$ cat src/rtl/regfile_scoreboard_pkg.sv
// Shared definitions for the scoreboarded register file.
//   state_e : init/clear/run FSM encoding
//   ZeroIdx : index of the hard-wired zero register
package regfile_scoreboard_pkg;

    typedef enum logic [1:0] {
        StReset = 2'd0,
        StClear = 2'd1,
        StReady = 2'd2
    } state_e;

    localparam int unsigned ZeroIdx = 0;

endpackage

$ cat src/rtl/regfile_scoreboard_rd_port.sv
// One combinational read port of the scoreboarded register file.
// Forces zero data and a clear pending bit for the zero register and while the
// file is not ready. With REGFILE_BYPASS_EN defined, a same-cycle write to the
// addressed entry is forwarded.
// Ports:
//   ready_i      : file is in its run state
//   mem_i        : all array entries
//   pend_i       : all pending bits
//   rd_addr_i    : read index
//   wr_*_i       : write port (used for bypass only)
//   claim_*_i    : claim port (used for bypass only)
//   rd_data_o    : read data
//   rd_pend_o    : pending bit of the read index
module regfile_scoreboard_rd_port
    import regfile_scoreboard_pkg::*;
#(
    parameter int unsigned DATA_W = 32,
    parameter int unsigned ADDR_W = 5
) (
    input  logic                                 ready_i,
    input  logic [2**ADDR_W-1:0][DATA_W-1:0]     mem_i,
    input  logic [2**ADDR_W-1:0]                 pend_i,
    input  logic [ADDR_W-1:0]                    rd_addr_i,
    input  logic                                 wr_en_i,
    input  logic [ADDR_W-1:0]                    wr_addr_i,
    input  logic [DATA_W-1:0]                    wr_data_i,
    input  logic                                 claim_en_i,
    input  logic [ADDR_W-1:0]                    claim_addr_i,
    output logic [DATA_W-1:0]                    rd_data_o,
    output logic                                 rd_pend_o
);

    localparam logic [ADDR_W-1:0] ZeroAddr = ADDR_W'(ZeroIdx);

    always_comb begin
        rd_data_o = '0;
        rd_pend_o = 1'b0;
        if (ready_i && (rd_addr_i != ZeroAddr)) begin
            rd_data_o = mem_i[rd_addr_i];
            rd_pend_o = pend_i[rd_addr_i];
`ifdef REGFILE_BYPASS_EN
            // wr_addr matches a nonzero rd_addr, so it is nonzero itself.
            // A claim in the same cycle re-marks the entry as pending.
            if (wr_en_i && (wr_addr_i == rd_addr_i)) begin
                rd_data_o = wr_data_i;
                rd_pend_o = claim_en_i && (claim_addr_i == rd_addr_i);
            end
`endif
        end
    end

`ifndef REGFILE_BYPASS_EN
    logic unused_byp;
    assign unused_byp = ^{wr_en_i, wr_addr_i, wr_data_i, claim_en_i, claim_addr_i};
`endif

endmodule

$ cat src/rtl/regfile_scoreboard.sv
// Parametrised integer register file with pending (scoreboard) bits, a
// post-reset sequential clear engine and an optional write-to-read bypass.
// Optional feature macro: REGFILE_BYPASS_EN (same-cycle write forwarding).
// Ports:
//   clk_i        : clock, rising edge
//   rst_ni       : synchronous active-low reset
//   rd_addr_i    : NUM_RD packed read indices
//   rd_data_o    : NUM_RD packed read data
//   rd_pend_o    : pending bit per read port
//   wr_en_i      : write strobe from write-back
//   wr_addr_i    : write index
//   wr_data_i    : write data
//   claim_en_i   : decode claims claim_addr_i as a future destination
//   claim_addr_i : index to mark pending
//   init_busy_o  : high during reset and while the clear engine runs
module regfile_scoreboard
    import regfile_scoreboard_pkg::*;
#(
    parameter int unsigned DATA_W = 32,
    parameter int unsigned ADDR_W = 5,
    parameter int unsigned NUM_RD = 2
) (
    input  logic                       clk_i,
    input  logic                       rst_ni,
    input  logic [NUM_RD*ADDR_W-1:0]   rd_addr_i,
    output logic [NUM_RD*DATA_W-1:0]   rd_data_o,
    output logic [NUM_RD-1:0]          rd_pend_o,
    input  logic                       wr_en_i,
    input  logic [ADDR_W-1:0]          wr_addr_i,
    input  logic [DATA_W-1:0]          wr_data_i,
    input  logic                       claim_en_i,
    input  logic [ADDR_W-1:0]          claim_addr_i,
    output logic                       init_busy_o
);

    localparam int unsigned DEPTH = 2**ADDR_W;
    localparam logic [ADDR_W-1:0] ZeroAddr = ADDR_W'(ZeroIdx);
    localparam logic [ADDR_W-1:0] LastAddr = ADDR_W'(DEPTH - 1);

    state_e                        state_q;
    logic [ADDR_W-1:0]             cnt_q;
    logic                          busy_q;
    logic [DEPTH-1:0]              pend_q;
    logic [DEPTH-1:0]              pend_d;
    logic [DEPTH-1:0][DATA_W-1:0]  mem_q;
    logic                          ready;

    assign ready       = (state_q == StReady);
    assign init_busy_o = busy_q;

    // Claim is applied after the write release so the new producer wins.
    always_comb begin
        pend_d = pend_q;
        if (wr_en_i && (wr_addr_i != ZeroAddr)) begin
            pend_d[wr_addr_i] = 1'b0;
        end
        if (claim_en_i && (claim_addr_i != ZeroAddr)) begin
            pend_d[claim_addr_i] = 1'b1;
        end
    end

    // Init/clear/run FSM; pending bits only move in the run state.
    always_ff @(posedge clk_i) begin
        if (!rst_ni) begin
            state_q <= StReset;
            cnt_q   <= '0;
            busy_q  <= 1'b1;
            pend_q  <= '0;
        end else begin
            case (state_q)
                StReset: begin
                    state_q <= StClear;
                    cnt_q   <= '0;
                    busy_q  <= 1'b1;
                end
                StClear: begin
                    cnt_q <= cnt_q + 1'b1;
                    if (cnt_q == LastAddr) begin
                        state_q <= StReady;
                        busy_q  <= 1'b0;
                    end
                end
                StReady: begin
                    pend_q <= pend_d;
                end
                default: begin
                    state_q <= StReset;
                    busy_q  <= 1'b1;
                end
            endcase
        end
    end

    // Array has no reset of its own: the clear engine defines every entry.
    always_ff @(posedge clk_i) begin
        if (rst_ni) begin
            if (state_q == StClear) begin
                mem_q[cnt_q] <= '0;
            end else if (ready && wr_en_i && (wr_addr_i != ZeroAddr)) begin
                mem_q[wr_addr_i] <= wr_data_i;
            end
        end
    end

    for (genvar k = 0; k < NUM_RD; k++) begin : g_rd
        regfile_scoreboard_rd_port #(
            .DATA_W (DATA_W),
            .ADDR_W (ADDR_W)
        ) u_rd_port (
            .ready_i      (ready),
            .mem_i        (mem_q),
            .pend_i       (pend_q),
            .rd_addr_i    (rd_addr_i[k*ADDR_W +: ADDR_W]),
            .wr_en_i      (wr_en_i),
            .wr_addr_i    (wr_addr_i),
            .wr_data_i    (wr_data_i),
            .claim_en_i   (claim_en_i),
            .claim_addr_i (claim_addr_i),
            .rd_data_o    (rd_data_o[k*DATA_W +: DATA_W]),
            .rd_pend_o    (rd_pend_o[k])
        );
    end

endmodule
$ cat config.mk
export PLATFORM = sky130hd
export DESIGN_NAME = regfile_scoreboard
export DESIGN_NICKNAME = d
export VERILOG_FILES = /design/src/rtl/regfile_scoreboard_pkg.sv /design/src/rtl/regfile_scoreboard_rd_port.sv /design/src/rtl/regfile_scoreboard.sv
export SDC_FILE = /design/constraint.sdc
export NUM_CORES = 2
export LEC_CHECK = 0
export CORE_ASPECT_RATIO = 0.9
export CORE_UTILIZATION = 41
export DETAILED_ROUTE_END_ITERATION = 7
export SKIP_CTS_REPAIR_TIMING = 1
export SLEW_MARGIN = 40
export SYNTH_ARGS = -nofsm -noshare
export SYNTH_HDL_FRONTEND = slang
export SYNTH_SLANG_ARGS = --single-unit
export TNS_END_PERCENT = 20
$ cat constraint.sdc
create_clock -name clk_i -period 10.09 [get_ports clk_i]
set_input_delay 2.5225 -clock clk_i [delete_from_list [all_inputs] [get_ports clk_i]]
set_output_delay 2.5225 -clock clk_i [all_outputs]
set_load 0.1 [all_outputs]
## Word-level counts from Yosys, hierarchy flattened

Cells that the tools add are included.

| cells by class | value |
|---|---|
| bitwise gates (word level) | 6 |
| $lt $le $gt $ge | 8 |
| reduce and logical (&&, ||, !) cells | 18 |
| add/sub/neg operators | 1 |
| mux-type cells | 30 |
| equality and inequality tests | 4 |

Operator list:

| cell | number |
|---|---|
| $mux 1024 | 2 |
| $and 1024x1024->1024 | 1 |
| $bwmux 1024 | 1 |
| $not 1024->1024 | 1 |
| $bmux 32 s5 | 2 |
| $demux 32 s5 | 2 |
| $mux 32 | 8 |
| $and 32x32->32 | 1 |
| $not 32->32 | 1 |
| $or 32x32->32 | 1 |
| $lt 5x6->1 const B | 5 |
| $reduce_bool 5->1 | 4 |
| $ge 5x1->1 const B | 3 |
| $bmux 1 s5 | 2 |
| $demux 1 s5 | 2 |
| $pmux 5 s2 | 1 |
| $logic_and 1x1->1 | 9 |
| $mux 1 | 7 |
| $pmux 2 s3 | 1 |
| $add 5x1->5 const B | 1 |
| $eq 5x5->1 const B | 1 |
| $reduce_and 2->1 | 2 |
| $reduce_bool 2->1 | 2 |
| $eq 2x1->1 const B | 1 |
| other kinds (6) | 6 |

| storage, ports and cells | value |
|---|---|
| bits of input ports | 56 |
| register bits | 1064 |
| output and inout bits | 67 |
| word-level logic and storage cells | 103 |

## Depth between registers and ports, before layout

| depth | value |
|---|---|
| word-level depth | 9 |
| depth in mapped cells | 9 |
| mapped depth without buffers | 6 |

## By module

From an unflattened synthesis, not the netlist that was laid out.

| unflattened totals | value |
|---|---|
| cells, all modules | 4442 |
| area total of the unflattened synthesis | 61711.7 um2 |

By module, submodules not included:

| module | area an instance (um2) | sequential area each (um2) | times used | cells an instance |
|---|---|---|---|---|
| regfile_scoreboard | 43854.6 | 31550.3 | 1 | 2724 |
| regfile_scoreboard_rd_port | 8928.6 | 0.0 | 2 | 859 |

## Least setup slack after synthesis

No wires, ideal clock.

| timing | value |
|---|---|
| kind | input to output |
| from | input rd_addr_i[1] |
| to | output rd_data_o[10] |
| required time | 7568 ps |
| stages on the path | 6 |
| setup slack | 2922 ps |
| data arrival time | 4645 ps |
| buffers on the path | 2 |
| cell sequence | buf_6 > buf_2 > mux4_2 > mux2_2 > nand2_1 > nand4_1 |

| on the way | value |
|---|---|
| word-level cells in the longest chain between the ends | 3 |
| elaborated cells on any way between the ends | 5 |
| classes of those cells | mux (3); reduce/logical (2) |

RTL lines:

| what | RTL line | source |
|---|---|---|
| from (decl) | regfile_scoreboard.sv:25 | `input logic [NUM_RD*ADDR_W-1:0] rd_addr_i,` |
| $bmux 32 s5 / $reduce_bool 5->1 (equally long branches) | regfile_scoreboard_rd_port.sv:39, regfile_scoreboard_rd_port.sv:38 |  |
| $mux 32 (not written as such) / $logic_and 1x1->1 (equally long branches) | regfile_scoreboard_rd_port.sv:39, regfile_scoreboard_rd_port.sv:38 |  |
| $mux 32 (*) | regfile_scoreboard_rd_port.sv:38 | `if (ready_i && (rd_addr_i != ZeroAddr)) begin` |
| to (decl) | regfile_scoreboard.sv:26 | `output logic [NUM_RD*DATA_W-1:0] rd_data_o,` |

Every way passes the cells marked *; elsewhere a longest branch is shown, timed or not. The select of a mux whose other input is x is not followed.

## Worst setup path after layout

| timing | value |
|---|---|
| from | input rd_addr_i[7] |
| to | output rd_data_o[36] |

Same word-level chain as after synthesis.

==> results.txt <==
Result of the run -> complete, no violations
Pin count of the biggest net entering global routing -> 96
Cell area after synthesis -> 62300 um^2
Register-to-Register Setup Slack -> 6850 ps
Required time reported for the critical path endpoint -> 7570 ps
Total die area -> 154000 um^2
Top area cells in the synthesized netlist -> edfxtp_1 49%, a22o_1 14%, mux2i_1 13%, a22oi_1 4.8%, mux4_2 4.8%
Design Power -> 10900 uW
YS warnings -> 0
Initial core utilization -> 41.3%
Clock H-tree levels -> 3
Net count after synthesis -> 4902
Count of boundary I/O pins -> 123
Post-detailed-route DRC marker count -> 0
Number of placed instances with taps included -> 6564
Floorplan die width -> 413 um
Antenna-violating nets left -> 0
Share of cells above drive strength 1 -> 16.5%
Last weighted congestion value of the routability-driven placer -> 1.05
Number of buffers added by the clock tree synthesis step -> 113
Pwr per Cell Area -> 157 nW/um^2
Relative max-transition margin -> 37.8%
Async S/R FF share, synth -> 0%
Endpoint type of the worst setup path -> primary output
Post-synthesis to final-layout area growth -> 11.0%
Clock tree from TritonCTS -> done
Number of optimization iterations in the first detailed-route pass -> 6
# clock sinks -> 1064
Final setup vio count -> 0
DP HPWL -> 151000 um
Hold violation count in the final report -> 0
Internal Dissipation -> 7990 uW
Gr usage total -> 31.8%
Proportion of netlist area held by the largest area contributor -> 49.4%
Worst Hold Class -> flip-flop to flip-flop
Final critical-path required period -> 8370 ps
Reg2reg start -> state_q[1]$_SDFFE_PN0P_
Reg2Reg Depth -> 6
Highest fanout seen on the critical path -> 65
Dominant cell by count in the synthesized netlist -> edfxtp_1
Arrival @ worst endpoint -> 5850 ps
End of the worst register-to-register path -> mem_q[946]$_DFFE_PP_
Fraction of power consumed by sequential logic -> 47.9%
Iteration-0 DRC count of the detailed router -> 7478
Root Buffer Master -> clkbuf_16
Slew at the pin with the worst max-slew slack -> 926 ps
NumNets Final -> 4755
Die outline height -> 372 um
Maximum Capacitance Violations -> 0
Top cells by count, synth -> 1024 x edfxtp_1, 992 x a22o_1, 792 x mux2i_1, 399 x a22oi_1, 273 x clkbuf_1
PnR worst setup slack -> 1720 ps
Antenna Cells -> 0
Worst setup path endpoint -> rd_data_o[36]
Clock Pin Slew Worst Setup and Hold Paths -> 60 ps
Setup tns final -> 0 ps
Crit. Startpoint -> rd_addr_i[7]
Source-to-sink clock delay at the later pin of the worst-skew pair -> 750 ps
Setup Crit Path Kind -> input port to primary output
Number of register bits inferred by synthesis -> 1064
NetSw -> 2900 uW
CP Launch Type -> input port
Average wire length per cell after detail routing -> 36.9 um
Yosys cell types -> 52
Sw Ratio -> 26.7%
Share of power burned in combinational logic -> 13.0%
Number of fill cells in the layout -> 13500
Antenna violations before repair -> 1
EDFF count, synth -> 1024
Final Instance Count excl. Fillers -> 6771
Vias post-DR -> 48900
Sequential cell area fraction in the yosys report -> 50.6%
Min-delay src -> pend_q[3]$_SDFFE_PN0N_
Vias in the first global route -> 46900
Top cell type by total area after synthesis -> edfxtp_1
Overflow left after global routing -> 0
Final instance area -> 69200 um^2
Maximum clock frequency -> 119 MHz
Synthesized netlist cell count -> 4841
Post-placement worst setup slack -> 1980 ps
Final slew viol count -> 0
Worst clock skew -> 27.0 ps
Site row count -> 135
Total leakage power -> 0.0262 uW
First-pass GRT wire length -> 353000 um
Count of input and output buffers -> 122
Floorplan core area -> 151000 um^2
Most used DFF post-synth -> edfxtp_1
Unrepaired setup endpoints after global routing -> false
Wirelength, routed -> 250000 um
Post-place instance area -> 65500 um^2
Clock network power share -> 39.1%
Via/cell ratio -> 7.23
Period utilization -> 82.9%
Post-synthesis average cell area -> 12.9 um^2
Highest ir drop seen on vdd -> 0.144 mV
Buffers from clock root to sink, at most -> 3
[routing by layer]
| layer | wire length [um] | vias up | track usage [%] |
|---|---|---|---|
| li1 | - | 19500 | - |
| met1 | 100000 | 25000 | 45.5 |
| met2 | 104000 | 3876 | 44.5 |
| met3 | 32200 | 591 | 8.02 |
| met4 | 13600 | 0 | 15.3 |
| met5 | 0 | - | 0 |
[sequential cells by signal, indices dropped and copies added (netlist names)]
name,count
cnt_q,5
init_busy_o,1
mem_q,1024
pend_q,32
state_q,2
[cell usage in the layout, fill, tap and decap left out, types with 5 or more instances in the layout]
cell type | netlist | layout
nor2b_1 | 48 | 9
buf_12 | 8 | 14
edfxtp_1 | 1024 | 1024
nand2b_1 | 7 | 5
clkbuf_16 | 0 | 116
dfxtp_1 | 40 | 39
bufinv_16 | 0 | 10
nor2b_4 | 0 | 38
clkdlybuf4s50_1 | 0 | 48
mux2_2 | 67 | 67
a21oi_1 | 36 | 35
nor3_1 | 10 | 9
clkinv_2 | 0 | 18
a31oi_4 | 0 | 16
o21ai_1 | 30 | 30
nand3_1 | 200 | 200
o21ai_0 | 6 | 6
a22o_1 | 992 | 992
buf_4 | 63 | 233
clkbuf_1 | 273 | 33
mux4_2 | 132 | 132
o31ai_1 | 20 | 20
clkinv_1 | 0 | 19
clkbuf_8 | 0 | 6
nand4_1 | 67 | 67
nor4_1 | 5 | 5
buf_8 | 0 | 5
and2_1 | 9 | 35
nand2_1 | 156 | 156
a21oi_4 | 0 | 17
mux2i_1 | 792 | 792
nor2_1 | 26 | 8
buf_2 | 233 | 50
a21boi_1 | 25 | 25
o21a_1 | 8 | 8
nor2_4 | 0 | 35
a22oi_1 | 399 | 399
[worst min-delay path by stage]
stage | end | slack, ps | depth (start not counted)
after floorplan | pend_q[0]$_SDFFE_PN0N_ | 440 | 1
after global placement | pend_q[0]$_SDFFE_PN0N_ | 460 | 1
after detailed placement | pend_q[0]$_SDFFE_PN0N_ | 470 | 1
after CTS | pend_q[0]$_SDFFE_PN0N_ | 480 | 1
after global routing | pend_q[8]$_SDFFE_PN0N_ | 510 | 2
final | pend_q[3]$_SDFFE_PN0N_ | 490 | 2
[through the flow]
step	hold slack, ps	util, %
after global routing	505	45.9
after floorplan	443	-
after CTS	484	45.9
after detailed placement	468	43.5
after global placement	461	43.6
final	486	45.9
[power groups by stage]
stage                     combinational (uW)  clock, uW  sequential (uW)
after floorplan                          907          0             5250
after global placement                  1360          0             5290
after detailed placement                1380          0             5290
after CTS                               1380       4280             5210
after global routing                    1470       4430             5230
final                                   1420       4260             5210
[cell type report]
| class | instances | area (um^2) | area share [%] |
|---|---|---|---|
| Sequential cell | 1064 | 31600 | 45.6 |
| Inverter | 3 | 11.3 | 0.0163 |
| Clock inverter | 51 | 504 | 0.729 |
| Clock buffer | 155 | 3110 | 4.49 |
| Tap cell | 1986 | 2480 | 3.59 |
| Timing Repair Buffer | 354 | 2930 | 4.23 |
| Multi-Input combinational cell | 3158 | 28600 | 41.3 |
[cells by family after synthesis]
family / Yosys count / share of synthesized area, %
AOI/OAI and AO/OA: 1556 / 20.6
DFF: 1064 / 50.6
muxes: 991 / 18.7
buffers and inverters: 619 / 4.85
and+or+nand+nor: 606 / 5.08
adders and majority gates: 5 / 0.100
[worst max-delay path: stages]
cell	delay, ps
buf_8	540
buf_4	590
buf_4	490
mux2i_1	230
a22oi_1	140
nand3_1	250
nand4_1	490
buf_4	440
No activity file was read; power rests on OpenSTA's default activity.
